### config.mk
export PLATFORM = sky130hd
export DESIGN_NAME = failover_ctrl
export DESIGN_NICKNAME = d
export VERILOG_FILES = /design/src/rtl/failover_ctrl_pkg.sv /design/src/rtl/failover_ctrl_idle_gap.sv /design/src/rtl/failover_ctrl.sv
export SDC_FILE = /design/constraint.sdc
export NUM_CORES = 1
export LEC_CHECK = 0
export CAP_MARGIN = 20
export CELL_PAD_IN_SITES_DETAIL_PLACEMENT = 0
export CELL_PAD_IN_SITES_GLOBAL_PLACEMENT = 1
export CORE_MARGIN = 10
export CORE_UTILIZATION = 48
export CTS_CLUSTER_SIZE = 16
export DETAILED_ROUTE_END_ITERATION = 8
export HOLD_SLACK_MARGIN = 0.03
export PLACE_DENSITY = 0.91
export SYNTH_ARGS = -nofsm -noshare
export SYNTH_HDL_FRONTEND = slang
export SYNTH_HIERARCHICAL = 1
export SYNTH_SLANG_ARGS = --single-unit
### constraint.sdc
create_clock -name clk -period 7.2 [get_ports clk]
set_clock_uncertainty 0.15 [all_clocks]
set_input_delay 1.44 -clock clk [delete_from_list [all_inputs] [get_ports clk]]
set_output_delay 1.44 -clock clk [all_outputs]
set_load 0.005 [all_outputs]
### src/rtl/failover_ctrl_pkg.sv
// Shared types and helpers for the dual-link failover controller.
// Holds the FSM encoding, counter widths and want-port priority logic.
package failover_ctrl_pkg;

  typedef enum logic [1:0] {
    ST_ACTIVE = 2'd0,
    ST_HOLD   = 2'd1,
    ST_DRAIN  = 2'd2
  } fsm_state_t;

  localparam int CNT_W    = 32;
  localparam int SW_CNT_W = 16;

  function automatic logic want_sel(
    input logic force_en,
    input logic force_sel,
    input logic ok1,
    input logic ok2,
    input logic revert_on,
    input logic cur_sel
  );
    logic w;
    w = cur_sel;
    priority case (1'b1)
      force_en:                  w = force_sel;
      (!ok1 && ok2):             w = 1'b1;
      (ok1 && !ok2):             w = 1'b0;
      (ok1 && ok2 && revert_on): w = 1'b0;
      default:                   w = cur_sel;
    endcase
    return w;
  endfunction

endpackage

### src/rtl/failover_ctrl_idle_gap.sv
// Idle-gap timer: counts consecutive all-idle cycles.
// done flags the final idle cycle of the required gap.
module idle_gap_timer
  import failover_ctrl_pkg::*;
#(
  parameter int GAP_CYCLES = 12
) (
  input  logic clk,
  input  logic rst,
  input  logic clr,
  input  logic busy,
  output logic done
);

  localparam logic [CNT_W-1:0] LAST =
    CNT_W'(GAP_CYCLES - 1);

  logic [CNT_W-1:0] gap_cnt;

  assign done = !busy && (gap_cnt == LAST);

  // Consecutive idle-cycle count, restarted by any busy cycle.
  always_ff @(posedge clk) begin
    if (rst || clr || busy) begin
      gap_cnt <= '0;
    end else if (!done) begin
      gap_cnt <= gap_cnt + 1'b1;
    end
  end

endmodule

### src/rtl/failover_ctrl.sv
// Dual-link failover controller: hold-off, drain, switch.
// select only moves once all traffic has been idle long enough.
module failover_ctrl
  import failover_ctrl_pkg::*;
#(
  parameter int HOLDOFF_CYCLES  = 1250,
  parameter int REVERT_CYCLES   = 125000000,
  parameter int REVERT_EN       = 1,
  parameter int IDLE_GAP_CYCLES = 12
) (
  input  logic                clk,
  input  logic                rst,
  input  logic                link_ok1,
  input  logic                link_ok2,
  input  logic                force_en,
  input  logic                force_sel,
  input  logic                up_busy,
  input  logic                p1_busy,
  input  logic                p2_busy,
  output logic                select,
  output logic                switching,
  output logic                fault,
  output logic [SW_CNT_W-1:0] switch_cnt
);

  localparam logic [CNT_W-1:0] HOLD_LAST =
    CNT_W'(HOLDOFF_CYCLES - 1);
  localparam logic [CNT_W-1:0] REV_LAST =
    CNT_W'(REVERT_CYCLES - 1);
  localparam logic REV_ON = (REVERT_EN != 0);

  fsm_state_t       state;
  logic             tgt;
  logic [CNT_W-1:0] hold_cnt;
  logic [CNT_W-1:0] hold_last;
  logic             want;
  logic             revert_cause;
  logic             gap_clr;
  logic             any_busy;
  logic             gap_done;

  assign want = want_sel(force_en, force_sel,
                         link_ok1, link_ok2,
                         REV_ON, select);

  assign revert_cause = link_ok1 && link_ok2
                        && !force_en;
  assign hold_last = revert_cause ? REV_LAST
                                  : HOLD_LAST;

  assign gap_clr  = (state != ST_DRAIN);
  assign any_busy = up_busy || p1_busy || p2_busy;

  idle_gap_timer #(
    .GAP_CYCLES(IDLE_GAP_CYCLES)
  ) u_gap (
    .clk  (clk),
    .rst  (rst),
    .clr  (gap_clr),
    .busy (any_busy),
    .done (gap_done)
  );

  // Main FSM: decide, hold off, drain, then switch.
  always_ff @(posedge clk) begin
    if (rst) begin
      state      <= ST_ACTIVE;
      select     <= 1'b0;
      tgt        <= 1'b0;
      hold_cnt   <= '0;
      switching  <= 1'b0;
      switch_cnt <= '0;
    end else begin
      unique case (state)
        ST_ACTIVE: begin
          hold_cnt <= '0;
          if (want != select) begin
            tgt <= want;
            if (force_en) begin
              state     <= ST_DRAIN;
              switching <= 1'b1;
            end else begin
              state <= ST_HOLD;
            end
          end
        end
        ST_HOLD: begin
          if (want != tgt) begin
            state    <= ST_ACTIVE;
            hold_cnt <= '0;
          end else if (force_en ||
                       hold_cnt == hold_last) begin
            state     <= ST_DRAIN;
            switching <= 1'b1;
            hold_cnt  <= '0;
          end else begin
            hold_cnt <= hold_cnt + 1'b1;
          end
        end
        ST_DRAIN: begin
          if (want != tgt) begin
            state     <= ST_ACTIVE;
            switching <= 1'b0;
          end else if (gap_done) begin
            state     <= ST_ACTIVE;
            switching <= 1'b0;
            select    <= tgt;
            if (switch_cnt != '1) begin
              switch_cnt <= switch_cnt + 1'b1;
            end
          end
        end
        default: begin
          state     <= ST_ACTIVE;
          switching <= 1'b0;
          hold_cnt  <= '0;
        end
      endcase
    end
  end

  // Both-links-down flag, one cycle behind the inputs.
  always_ff @(posedge clk) begin
    if (rst) begin
      fault <= 1'b0;
    end else begin
      fault <= !link_ok1 && !link_ok2;
    end
  end

endmodule

* After elaboration in Yosys (flattened, before gate mapping)
Cells that the tools add are included.
Word-level totals: register bits after elaboration 86, bits in latches 0, RAM bits 0, bits in read-only memories 0, input bits 9, word-level logic and storage cells 69, memories kept 0
Cells by class: $add $sub $neg 3, $mul 0, divide/modulo/power cells 0, order comparisons 0, equality and inequality tests 14, shift-type cells 0, mux-type cells 22, bitwise operators 1, reduce and logical (&&, ||, !) cells 21
Operators by type and width (number):
- 32-bit by 1-bit adder with 32-bit output, second input constant | 2
- 32-bit 2-to-1 mux | 2
- 32-bit case mux with 2 select lines | 1
- 32-bit by 27-bit == test with 1-bit output | 1
- 32-bit by 4-bit == test with 1-bit output, second input constant | 1
- 27-bit 2-to-1 mux | 1
- 16-bit by 1-bit adder with 16-bit output, second input constant | 1
- 16-bit inequality test, second input constant | 1
- 2-bit 2-to-1 mux | 6
- 1-bit 2-to-1 mux | 10
- 2-bit inequality test, second input constant | 5
- 1-bit logical AND | 6
- 3-bit inequality test, second input constant | 2
- 2-bit case mux with 3 select lines | 1
- 3-bit AND reduction | 2
- 1-bit logical OR | 5
- 5-bit AND reduction | 1
- 1-bit zero test | 4
- 4-bit AND reduction | 1
- 1-bit case mux with 3 select lines | 1
- 2-bit by 1-bit == test with 1-bit output, second input constant | 1
- 2-bit == test, second input constant | 1
- 2-bit zero test | 1
- 1-bit inequality test | 2
- other kinds (2) | 2

* Logic depth before layout (Yosys ltp)
Gate-level depths: netlist (run 1).
depth in word-level cells 8, gate-level depth with buffers 10, gate-level depth less buffers 9

* Hierarchy
The synthesis (run 1) kept the hierarchy.
Modules (own cells, without submodules):
- failover_ctrl | instances 1, cells an instance 357, area an instance 2936.6 um2
- idle_gap_timer | instances 1, cells an instance 186, area an instance 1575.3 um2

* Worst setup path before layout (run 1)
OpenSTA, ideal clock, no wires.
path kind in2reg, start input port p1_busy, end register switch_cnt[12], library setup time 0.070 ns, data arrival time 3.528 ns, required time 6.980 ns, path slack 3.452 ns, cell stages on the path 10, path buffers 1, cells stage by stage or3_1 nor4_1 nand4_1 nor2_1 nand3b_1 nor3_1 mux2i_1 clkbuf_1 or4_1 a21oi_1
Between the ends: word-level cells in the longest chain between the ends 5
Ends and longest elaborated chain:
- start: declaration | RTL line failover_ctrl.sv:18 | input logic p1_busy,
- 1-bit logical OR (2 in a row) | RTL line failover_ctrl.sv:52 | assign any_busy = up_busy || p1_busy || p2_busy;
- 1-bit zero test | RTL line failover_ctrl_idle_gap.sv:20 | assign done = !busy && (gap_cnt == LAST);
- 1-bit logical AND | RTL line failover_ctrl_idle_gap.sv:20
- via gap_done | RTL line failover_ctrl.sv:40 | logic gap_done;
- 4-bit AND reduction (no line)
- end signal: assignment | RTL line failover_ctrl.sv:109 | switch_cnt <= switch_cnt + 1'b1;
- end: declaration | RTL line failover_ctrl.sv:23 | output logic [SW_CNT_W-1:0] switch_cnt
The timed path passes the listed nets, and every way through them passes these cells. A chain may end at the register's enable or synchronous reset.

* Worst setup path in the final report (run 1)
start input port p1_busy, end register switch_cnt[14]
Between the ends: word-level cells in the longest chain between the ends 5
Ends and longest elaborated chain:
- 1-bit logical OR (2 in a row) | RTL line failover_ctrl.sv:52
- via any_busy | RTL line failover_ctrl.sv:39 | logic any_busy;
- 1-bit zero test | RTL line failover_ctrl_idle_gap.sv:20
- 1-bit logical AND | RTL line failover_ctrl_idle_gap.sv:20
- via gap_done | RTL line failover_ctrl.sv:40
- 4-bit AND reduction (no line)
The timed path passes the listed nets, and every way through them passes these cells.

==> results of run 1 <==
==> cell usage in the layout, fill, tap and decap left out, drive strengths merged, types with 4 or more instances in the layout <==
master         instances
nand3b                 4
inv                    9
buf                    5
o21ai                 22
nand3                 25
or3                   17
nor4                  19
clkbuf                10
nand2                 41
clkdlybuf4s50         27
nor3                  17
and4                  12
nand4                 29
o31ai                 22
nand4b                 6
xnor2                 16
and3                   9
and2                   6
nor2                  44
or4                   29
xor2                  20
nor2b                  5
dfxtp                 86
a21oi                 44
==> how the worst max path moves through the flow <==
stage,endpoint,cells past startpoint,slack [ns],startpoint
floorplan,switch_cnt[12]$_SDFFE_PP0P_,10,3.45,p1_busy
global placement,switch_cnt[14]$_SDFFE_PP0P_,10,2.25,p1_busy
detailed placement,switch_cnt[14]$_SDFFE_PP0P_,10,2.12,p1_busy
CTS,switch_cnt[14]$_SDFFE_PP0P_,10,2.49,p1_busy
global route,switch_cnt[14]$_SDFFE_PP0P_,10,2.13,p1_busy
finish,switch_cnt[14]$_SDFFE_PP0P_,10,2.43,p1_busy
==> critical path, cell delays in order <==
cell and delay, ns:
clkdlybuf4s50_1 0.39, or3_1 0.39, nor4_1 0.25, nand4_1 0.24
nor2_1 0.31, nand3b_1 0.56, nor3_1 0.35, mux2i_1 0.30
or4_1 0.54, a21oi_1 0.15
==> metal layers <==
metal  global-route usage  vias up
met4              0.06590        0
met5                    0        -
li1                     -     2079
met1               0.2014     1983
met2               0.2553       48
met3              0.02701        9
==> kinds of logic (layout without fill, tap and decap cells) <==
group	count (synthesis)	after routing
AO/OA/AOI/OAI	104	104
XOR/XNOR	36	36
adder cells (fa/ha/maj)	3	3
buffers and inverters	38	57
flip-flops	86	86
multiplexers	6	6
AND/OR/NAND/NOR	270	270
==> report_power, final <==
group | switching, mW | total [mW] | internal [mW]
registers | 0.00539 | 0.483 | 0.478
clock network | 0.184 | 0.347 | 0.163
logic | 0.0255 | 0.0437 | 0.0182
total | 0.215 | 0.874 | 0.659
==> Yosys cell counts, types with 5 or more instances <==
cell	n
clkbuf_1	19
or4_1	29
nand4_1	28
nand3_1	24
a21oi_1	44
nor2_1	44
nor4_1	19
or3_1	17
dfxtp_1	86
and2_1	5
nor3_1	16
and3_1	9
buf_2	7
xnor2_1	16
inv_1	8
nand2_1	41
nand4b_1	6
xor2_1	20
o21ai_0	22
and4_1	12
o31ai_1	22
==> area by class of cell <==
type | instances | area share
multi-input combinational | 419 | 0.5209
sequential | 86 | 0.3410
timing repair buffer | 32 | 0.06444
tap | 111 | 0.02751
clock buffer | 10 | 0.02528
clock inverter | 6 | 0.01413
inverter | 9 | 0.006691
==> per-stage QoR <==
stage	setup slack, ns	std cells	total power [mW]	area (µm²)	utilization
after floorplan	3.452	543	0.5211	4512	-
after global placement	2.253	655	0.5363	4817	0.5238
after detailed placement	2.125	655	0.5370	4817	0.5238
after CTS	2.489	671	0.8836	5016	0.5454
after global routing	2.126	673	0.9050	5049	0.5490
final	2.433	673	0.8740	5049	0.5490
==> state kept, by name, summed over array words and instances (netlist names) <==
register	count
hold_cnt	32
u_gap/gap_cnt	32
switch_cnt	16
state	2
fault	1
select	1
switching	1
tgt	1
==> reports/results.tsv, run 1 <==
metric	value	unit
outcome	finished clean	
worst path arrival time	4.92	ns
most area-consuming cells after synthesis	dfxtp_1, a21oi_1, or4_1	
Row Count	35	
die area	13680	µm²
Max Slew Vio Count	0	
initial antenna violation count	0	
worst-skew pair later-pin latency	0.37	ns
worst slew pin tran	0.9688	ns
biggest area consumer among synthesized cells	dfxtp_1	
FF+latch count, synth	86	
Seq/Total Area, Yosys	0.3816	
DRC errors left	0	
CTS max path bufs	2	
Final min period	4.767	ns
Max-Cap Viols	0	
XOR/XNOR share of the synthesized area	0.06988	
Slew Limit Headroom	0.3482	
pwr dens	173.1	nW/µm²
fmax	209.8	MHz
Area Growth Syn to Fin	11.90	%
post-synth net total	555	
R2R cell count	9	
final-stage net count	569	
port bufs	27	
setup violation total in the final timing report	0	
wire length on met2	5.107	mm
global-route wire length before repair	17.90	mm
worst vdd ir	79.95	µV
# IOs	28	
mux contribution to synthesized area	0.01414	
TritonCTS clock tree	yes	
Ys Warns	6	
WHS Endpoint	switch_cnt[6]$_SDFFE_PP0P_	
final cycle utilization of the critical path	0.6621	
Die Span Y	117.0	µm
worst hold-check path type	flop to flop	
Via density	6.120	
share of the synthesized area in the top cell type	0.3816	
ys async rst share	0	
drt wl/cell	15.63	µm
startpoint types	primary input	
M1 WL	4.892	mm
width of the die	117.0	µm
final hold violation count	0	
count of cell types in the netlist	54	
Starting DRT DRC Count	343	
Post-synth EDFFs	0	
Sequential cell area	1722	µm²
adder-cell area share of the yosys netlist	0.008319	
core area	9196	µm²
CTS buffer count	9	
Initial Util	0.4906	
kind of critical path	primary input to flop	
Synth Instances	543	
worst endpoint required time	7.35	ns
share of layout cells above drive strength 1	0.05338	
# fillers	866	
crit path capture type	flop	
total grt overflow	0	
RePlAce Congestion	0.8381	
multi-input logic area	2630	µm²
DRT Wirelength	10.52	mm
Post-CTS Hold Fix Bufs	0	
Vias	4119	
H-tree levels	3	
Avg Cell Area, Syn	8.309	µm²
Crit Path Max Fanout	21	
post-CTS setup buffers	0	
flop2flop setup slack	3.46	ns
Root Driver	clkbuf_8	
vias in the first global route	3752	
FF-to-FF Start	u_gap/gap_cnt[0]$_SDFFE_PP0N_	
top layer in use	met4	
met3 WL post-DR	380	µm
post-synthesis compound-gate area fraction	0.1403	
DR pass1 iterations	5	
FF-to-FF End	switch_cnt[14]$_SDFFE_PP0P_	
Hold WS	0.3447	ns
leakage	1.446	nW
worst hold start	switch_cnt[6]$_SDFFE_PP0P_	
setup TNS	0	ns
Synth Area in Simple Gates	0.3489	
Resized Gates After CTS	0	
largest family of logic cells by synthesized area	simple AND/OR/NAND/NOR gates	
Ant. Diodes	0	
Final ANT Viol Nets	0	
mapped cell area	4512	µm²
Hold Path Depth	2	
clock-pin slew on the worst setup and hold paths	0.09	ns
Post-DP HPWL	7.217	mm
largest net degree at the start of global routing	33	
Clock Sinks	86	
GRT Resource Usage Total	0.1572	
RSZ-0062 raised after global routing	no	
Synth Flop Type	dfxtp_1	
Power figures use the tool's default switching activity.
==> run 2, diff against run 1 <==
--- a/config.mk
+++ b/config.mk
@@ -9,11 +9,11 @@
 export CELL_PAD_IN_SITES_DETAIL_PLACEMENT = 0
 export CELL_PAD_IN_SITES_GLOBAL_PLACEMENT = 1
 export CORE_MARGIN = 10
-export CORE_UTILIZATION = 48
+export CORE_UTILIZATION = 41
 export CTS_CLUSTER_SIZE = 16
 export DETAILED_ROUTE_END_ITERATION = 8
 export HOLD_SLACK_MARGIN = 0.03
-export PLACE_DENSITY = 0.91
+export PLACE_DENSITY = 0.83
 export SYNTH_ARGS = -nofsm -noshare
 export SYNTH_HDL_FRONTEND = slang
 export SYNTH_HIERARCHICAL = 1
==> constraint.sdc (replaced) <==
create_clock -name clk -period 4.3 [get_ports clk]
set_clock_uncertainty 0.15 [all_clocks]
set_input_delay 0.86 -clock clk [delete_from_list [all_inputs] [get_ports clk]]
set_output_delay 0.86 -clock clk [all_outputs]
set_load 0.005 [all_outputs]
==> run 2 against run 1 <==
Routed wire length is 1.8% higher. Via count grew 0.92%. Non-clock buffer count rose by 2. Largest cell class unchanged.
==> reports/results.tsv, run 2 (synthesis results as in run 1) <==
metric	value	unit	change
Final ANT Viol Nets	0		unchanged
Clock Sinks	86		unchanged
Slew Limit Headroom	0.3525		+0.004375
pwr dens	284.1	nW/µm²	+64%
die area	15600	µm²	+14%
kind of critical path	primary input to flop		
setup TNS	0	ns	unchanged
crit path capture type	flop		
Crit Path Max Fanout	12		-43%
drt wl/cell	15.22	µm	-2.6%
GRT Resource Usage Total	0.1367		-0.02054
Root Driver	clkbuf_8		
biggest regs	hold_cnt: 32 flops, u_gap/gap_cnt: 32 flops, switch_cnt: 16 flops		
CTS buffer count	9		unchanged
commonest non-fill, non-tap cells in the layout	dfxtp_1, a21oi_1, nor2_1		
clock-pin slew on the worst setup and hold paths	0.08	ns	about the same
TritonCTS clock tree	yes		
total grt overflow	0		unchanged
width of the die	124.9	µm	+6.8%
post-CTS setup buffers	0		unchanged
final hold violation count	0		unchanged
final-stage net count	571		+0.35%
port bufs	27		unchanged
most common cell after layout, fill and taps aside	dfxtp_1		
startpoint types	primary input		
global-route wire length before repair	18.57	mm	+3.8%
# IOs	28		unchanged
worst hold start	u_gap/gap_cnt[31]$_SDFFE_PP0N_		
worst hold-check path type	flop to flop		
WHS Endpoint	u_gap/gap_cnt[31]$_SDFFE_PP0N_		
Ant. Diodes	0		unchanged
initial antenna violation count	0		unchanged
final core utilization	0.4716		-0.07738
final cycle utilization of the critical path	0.8748		
RePlAce Congestion	0.8224		-1.9%
flop2flop setup slack	1.11	ns	-2.35 ns
DR pass1 iterations	4		-1
leakage	1.458	nW	+0.81%
DRT Wirelength	10.70	mm	+1.8%
Area Growth Syn to Fin	12.81	%	
Post-DP HPWL	7.535	mm	+4.4%
Row Count	38		+8.6%
Via density	5.913		-3.4%
outcome	finished clean		
largest net degree at the start of global routing	33		unchanged
H-tree levels	3		unchanged
Hold Path Depth	2		unchanged
worst endpoint required time	4.45	ns	-2.90 ns
Final min period	3.762	ns	
crit path launch	p1_busy		
Max Slew Vio Count	0		unchanged
FF-to-FF End	switch_cnt[14]$_SDFFE_PP0P_		
DRC errors left	0		unchanged
vias in the first global route	3890		+3.7%
setup violation total in the final timing report	0		unchanged
CTS max path bufs	2		unchanged
power after layout	1.446	mW	+65%
Starting DRT DRC Count	239		-30%
worst vdd ir	209.9	µV	+160%
R2R cell count	9		unchanged
worst-skew pair later-pin latency	0.36	ns	about the same
core area	10790	µm²	+17%
fmax	265.8	MHz	
Die Span Y	124.9	µm	+6.8%
FF-to-FF Start	u_gap/gap_cnt[0]$_SDFFE_PP0N_		
worst slew pin tran	0.9623	ns	-0.006502 ns
worst path arrival time	3.91	ns	-1.01 ns
# fillers	1054		+22%
Post-CTS Hold Fix Bufs	0		unchanged
Max-Cap Viols	0		unchanged
RSZ-0062 raised after global routing	no		
Vias	4157		+0.92%
Resized Gates After CTS	0		unchanged
Initial Util	0.4180		-0.07257
share of layout cells above drive strength 1	0.05506		+0.001681
-- run 2: worst max-delay path, stage by stage --
cell and delay [ns]:
clkdlybuf4s50_1 0.40, or3_1 0.41, nor4_1 0.25, nand4_1 0.23, nor2_1 0.33, nand3b_1 0.22
nor3_1 0.21, mux2i_1 0.30, or4_1 0.55, a21oi_1 0.14
-- run 2: power by group --
part	switching [mW]	internal (mW)
Combinational	0.0429	0.0308
Sequential	0.00844	0.800
Clock	0.285	0.280
Total	0.336	1.11
-- run 2: final cells by class --
class                   instances  area [µm²]  share of cell area
repair buffers                 34       340.3             0.06686
clock inverters                 4       47.55            0.009341
inverters                       9       33.78            0.006637
multi-input cells             419        2630              0.5167
flip-flops and latches         86        1722              0.3382
well taps                     140       175.2             0.03441
clock buffers                  11       141.4             0.02778
-- run 2: worst max path at each step --
stage | end | slack, ns
after floorplan | switch_cnt[12]$_SDFFE_PP0P_ | 1.13
after global placement | switch_cnt[14]$_SDFFE_PP0P_ | 0.36
after detailed placement | switch_cnt[14]$_SDFFE_PP0P_ | 0.16
after CTS | switch_cnt[14]$_SDFFE_PP0P_ | 0.56
after global routing | switch_cnt[14]$_SDFFE_PP0P_ | 0.24
final | switch_cnt[14]$_SDFFE_PP0P_ | 0.54
-- run 2: through the flow --
stage	worst slack (ns)	cell area, µm²	hold slack [ns]	std cells
after detailed placement	0.1635	4868	0.3323	686
after global routing	0.2409	5090	0.3864	703
after global placement	0.3585	4868	0.3233	686
after floorplan	1.132	4512	0.3020	543
after CTS	0.5626	5057	0.3451	701
final	0.5382	5090	0.3466	703
-- run 2: metal layers --
metal	GRT usage	vias up	part of all wire
li1	-	2093	-
met1	0.1604	2007	0.46
met2	0.2364	53	0.50
met3	0.03447	4	0.032
met4	0.04743	0	0.0062
met5	0	-	0
==> run 3, diff against run 2 <==
--- a/config.mk
+++ b/config.mk
@@ -9,11 +9,12 @@
 export CELL_PAD_IN_SITES_DETAIL_PLACEMENT = 0
 export CELL_PAD_IN_SITES_GLOBAL_PLACEMENT = 1
 export CORE_MARGIN = 10
-export CORE_UTILIZATION = 41
+export CORE_UTILIZATION = 43
 export CTS_CLUSTER_SIZE = 16
 export DETAILED_ROUTE_END_ITERATION = 8
+export DONT_BUFFER_PORTS = 1
 export HOLD_SLACK_MARGIN = 0.03
-export PLACE_DENSITY = 0.83
+export PLACE_DENSITY_LB_ADDON = 0.08
 export SYNTH_ARGS = -nofsm -noshare
 export SYNTH_HDL_FRONTEND = slang
 export SYNTH_HIERARCHICAL = 1
==> run 3 against run 2 <==
Combinational power decreased by 25%. Cell count decreased by 4.7%. Count of clock-buffer cells in the layout decreased by 2. Sequential share of layout area increased by 1.8 points. First-iteration DRC count increased by 21%. Register-to-register slack improved by 0.06 ns. Final area decreased by 5.1%. Setup slack improved by 0.54 ns. Non-clock buffer count decreased by 30. Die area decreased by 3.9%. Routed wire length increased by 0.42%. Critical path type unchanged. Largest cell class unchanged.
==> reports/results.tsv, run 3 (synthesis results as in run 1) <==
metric	value	unit	change
outcome	finished clean		
FF-to-FF End	switch_cnt[14]$_SDFFE_PP0P_		
DRT Wirelength	10.75	mm	+0.42%
DR pass1 iterations	5		+1
Area Growth Syn to Fin	7.016	%	
Initial Util	0.4390		+0.02097
Power Internal	1.149	mW	+3.5%
global-route wire length before repair	17.86	mm	-3.9%
Clock Sinks	86		unchanged
most common cell after layout, fill and taps aside	dfxtp_1		
die area	14990	µm²	-3.9%
final core utilization	0.4698		-0.001789
slowest stage delay, CP	0.56	ns	about the same
post-CTS setup buffers	0		unchanged
Root Driver	clkbuf_8		
Ant. Diodes	0		unchanged
drt wl/cell	16.04	µm	+5.4%
Post-DP HPWL	7.521	mm	-0.18%
end of the critical path	switch_cnt[14]$_SDFFE_PP0P_		
Post-CTS Hold Fix Bufs	0		unchanged
Net Sw Power	0.3544	mW	+5.5%
final hold violation count	0		unchanged
Sequential Power Share	0.538		-0.021
Row Count	37		-2.6%
worst slew pin tran	1.102	ns	+0.1397 ns
kind of critical path	primary input to flop		
Resized Gates After CTS	0		unchanged
combinational share of power	0.037		-0.014
Worst path top cell family by delay	simple AND/OR/NAND/NOR gates		
Crit Path Max Fanout	12		unchanged
initial antenna violation count	0		unchanged
RSZ-0062 raised after global routing	no		
switch share	0.2358		+0.003334
clock-pin slew on the worst setup and hold paths	0.10	ns	+0.02 ns
commonest non-fill, non-tap cells in the layout	dfxtp_1, a21oi_1, nor2_1		
TritonCTS clock tree	yes		
vias in the first global route	3614		-7.1%
worst vdd ir	116.8	µV	-44%
CTS max path bufs	2		unchanged
clock power share	0.425		+0.035
power after layout	1.503	mW	+4.0%
GRT Resource Usage Total	0.1452		+0.008485
WP depth	9		-1
Vias	3984		-4.2%
Slowest cell on crit path	or4_1		
biggest regs	hold_cnt: 32 flops, u_gap/gap_cnt: 32 flops, switch_cnt: 16 flops		
# IOs	28		unchanged
H-tree levels	3		unchanged
Max-Cap Viols	0		unchanged
Final ANT Viol Nets	0		unchanged
placed cell areas	4578	µm²	-6.0%
Slew Limit Headroom	0.2597		-0.09289
Final min period	3.220	ns	-0.5419 ns
leakage	1.349	nW	-7.5%
worst endpoint required time	4.45	ns	about the same
largest net degree at the start of global routing	33		unchanged
crit path capture type	flop		
Via density	5.946		+0.56%
core area	10280	µm²	-4.8%
Max Slew Vio Count	0		unchanged
Die Span Y	122.4	µm	-2.0%
Finished Cell Area	4828	µm²	-5.1%
FF-to-FF Start	u_gap/gap_cnt[0]$_SDFFE_PP0N_		
setup violation total in the final timing report	0		unchanged
R2R cell count	9		unchanged
share of layout cells above drive strength 1	0.05618		+0.001118
crit path cell chain	or3_1 -> nor4_1 -> nand4_1 -> nor2_1 -> nand3b_1 -> nor3_1 -> mux2i_1 -> or4_1 -> a21oi_1		
worst hold start	hold_cnt[31]$_SDFFE_PP0N_		
final-stage net count	541		-5.3%
port bufs	0		-100%
setup TNS	0	ns	unchanged
width of the die	122.4	µm	-2.0%
flop2flop setup slack	1.17	ns	+0.06 ns
DRC errors left	0		unchanged
final cycle utilization of the critical path	0.7488		-0.1260
total grt overflow	0		unchanged
worst hold-check path type	flop to flop		
Starting DRT DRC Count	289		+21%
Buf+Inv Stages, Crit Path	0		-1
crit path launch	p1_busy		
worst-skew pair later-pin latency	0.36	ns	about the same
Hold WS	0.3466	ns	-0.00005100 ns
fmax	310.6	MHz	+17%
startpoint types	primary input		
worst path arrival time	3.37	ns	-0.54 ns
pwr dens	311.4	nW/µm²	+9.6%
RePlAce Congestion	0.7907		-3.9%
CTS buffer count	9		unchanged
==> run 3: cell type report <==
type / count / area, µm²
Inverter: 9 / 33.78
Clock buffer: 9 / 123.9
Multi-Input combinational cell: 419 / 2630
Timing Repair Buffer: 4 / 50.05
Tap cell: 136 / 170.2
Sequential cell: 86 / 1722
Fill cell: 1021 / 5449
Clock inverter: 7 / 98.84
==> run 3: per-layer routing <==
layer  track usage  routed length (µm)  vias to the layer above
li1              -                   -                     2036
met1        0.1886                5144                     1888
met2        0.2308                5072                       53
met3       0.03627                 430                        7
met4       0.04786                 101                        0
met5             0                   0                        -
==> run 3: worst min-delay path by stage <==
| stage | end | cells after the start |
|---|---|---|
| final | hold_cnt[31]$_SDFFE_PP0N_ | 2 |
| after global routing | u_gap/gap_cnt[27]$_SDFFE_PP0N_ | 2 |
| after global placement | u_gap/gap_cnt[30]$_SDFFE_PP0N_ | 2 |
| after detailed placement | hold_cnt[31]$_SDFFE_PP0N_ | 2 |
| after CTS | hold_cnt[31]$_SDFFE_PP0N_ | 2 |
| after floorplan | u_gap/gap_cnt[31]$_SDFFE_PP0N_ | 2 |
==> run 3: power groups by stage <==
| stage | logic (mW) | registers [mW] | clock network [mW] |
|---|---|---|---|
| finish | 0.0553 | 0.809 | 0.639 |
| detailed placement | 0.0554 | 0.828 | 0 |
| CTS | 0.0552 | 0.809 | 0.660 |
| global placement | 0.0543 | 0.828 | 0 |
| global route | 0.0624 | 0.811 | 0.693 |
| floorplan | 0.0509 | 0.822 | 0 |
==> run 3: worst min-delay path, cell delays in order, from the launching register on <==
cell and delay (ns):
dfxtp_1 0.33, o21ai_0 0.07, a21oi_1 0.06
==> run 3: metrics by stage <==
stage | worst slack (ns) | std cells
2_1_floorplan | 1.132 | 543
3_3_place_gp | 0.8331 | 653
3_5_place_dp | 0.7110 | 653
4_1_cts | 1.099 | 669
5_1_grt | 0.7270 | 670
6_report | 1.080 | 670
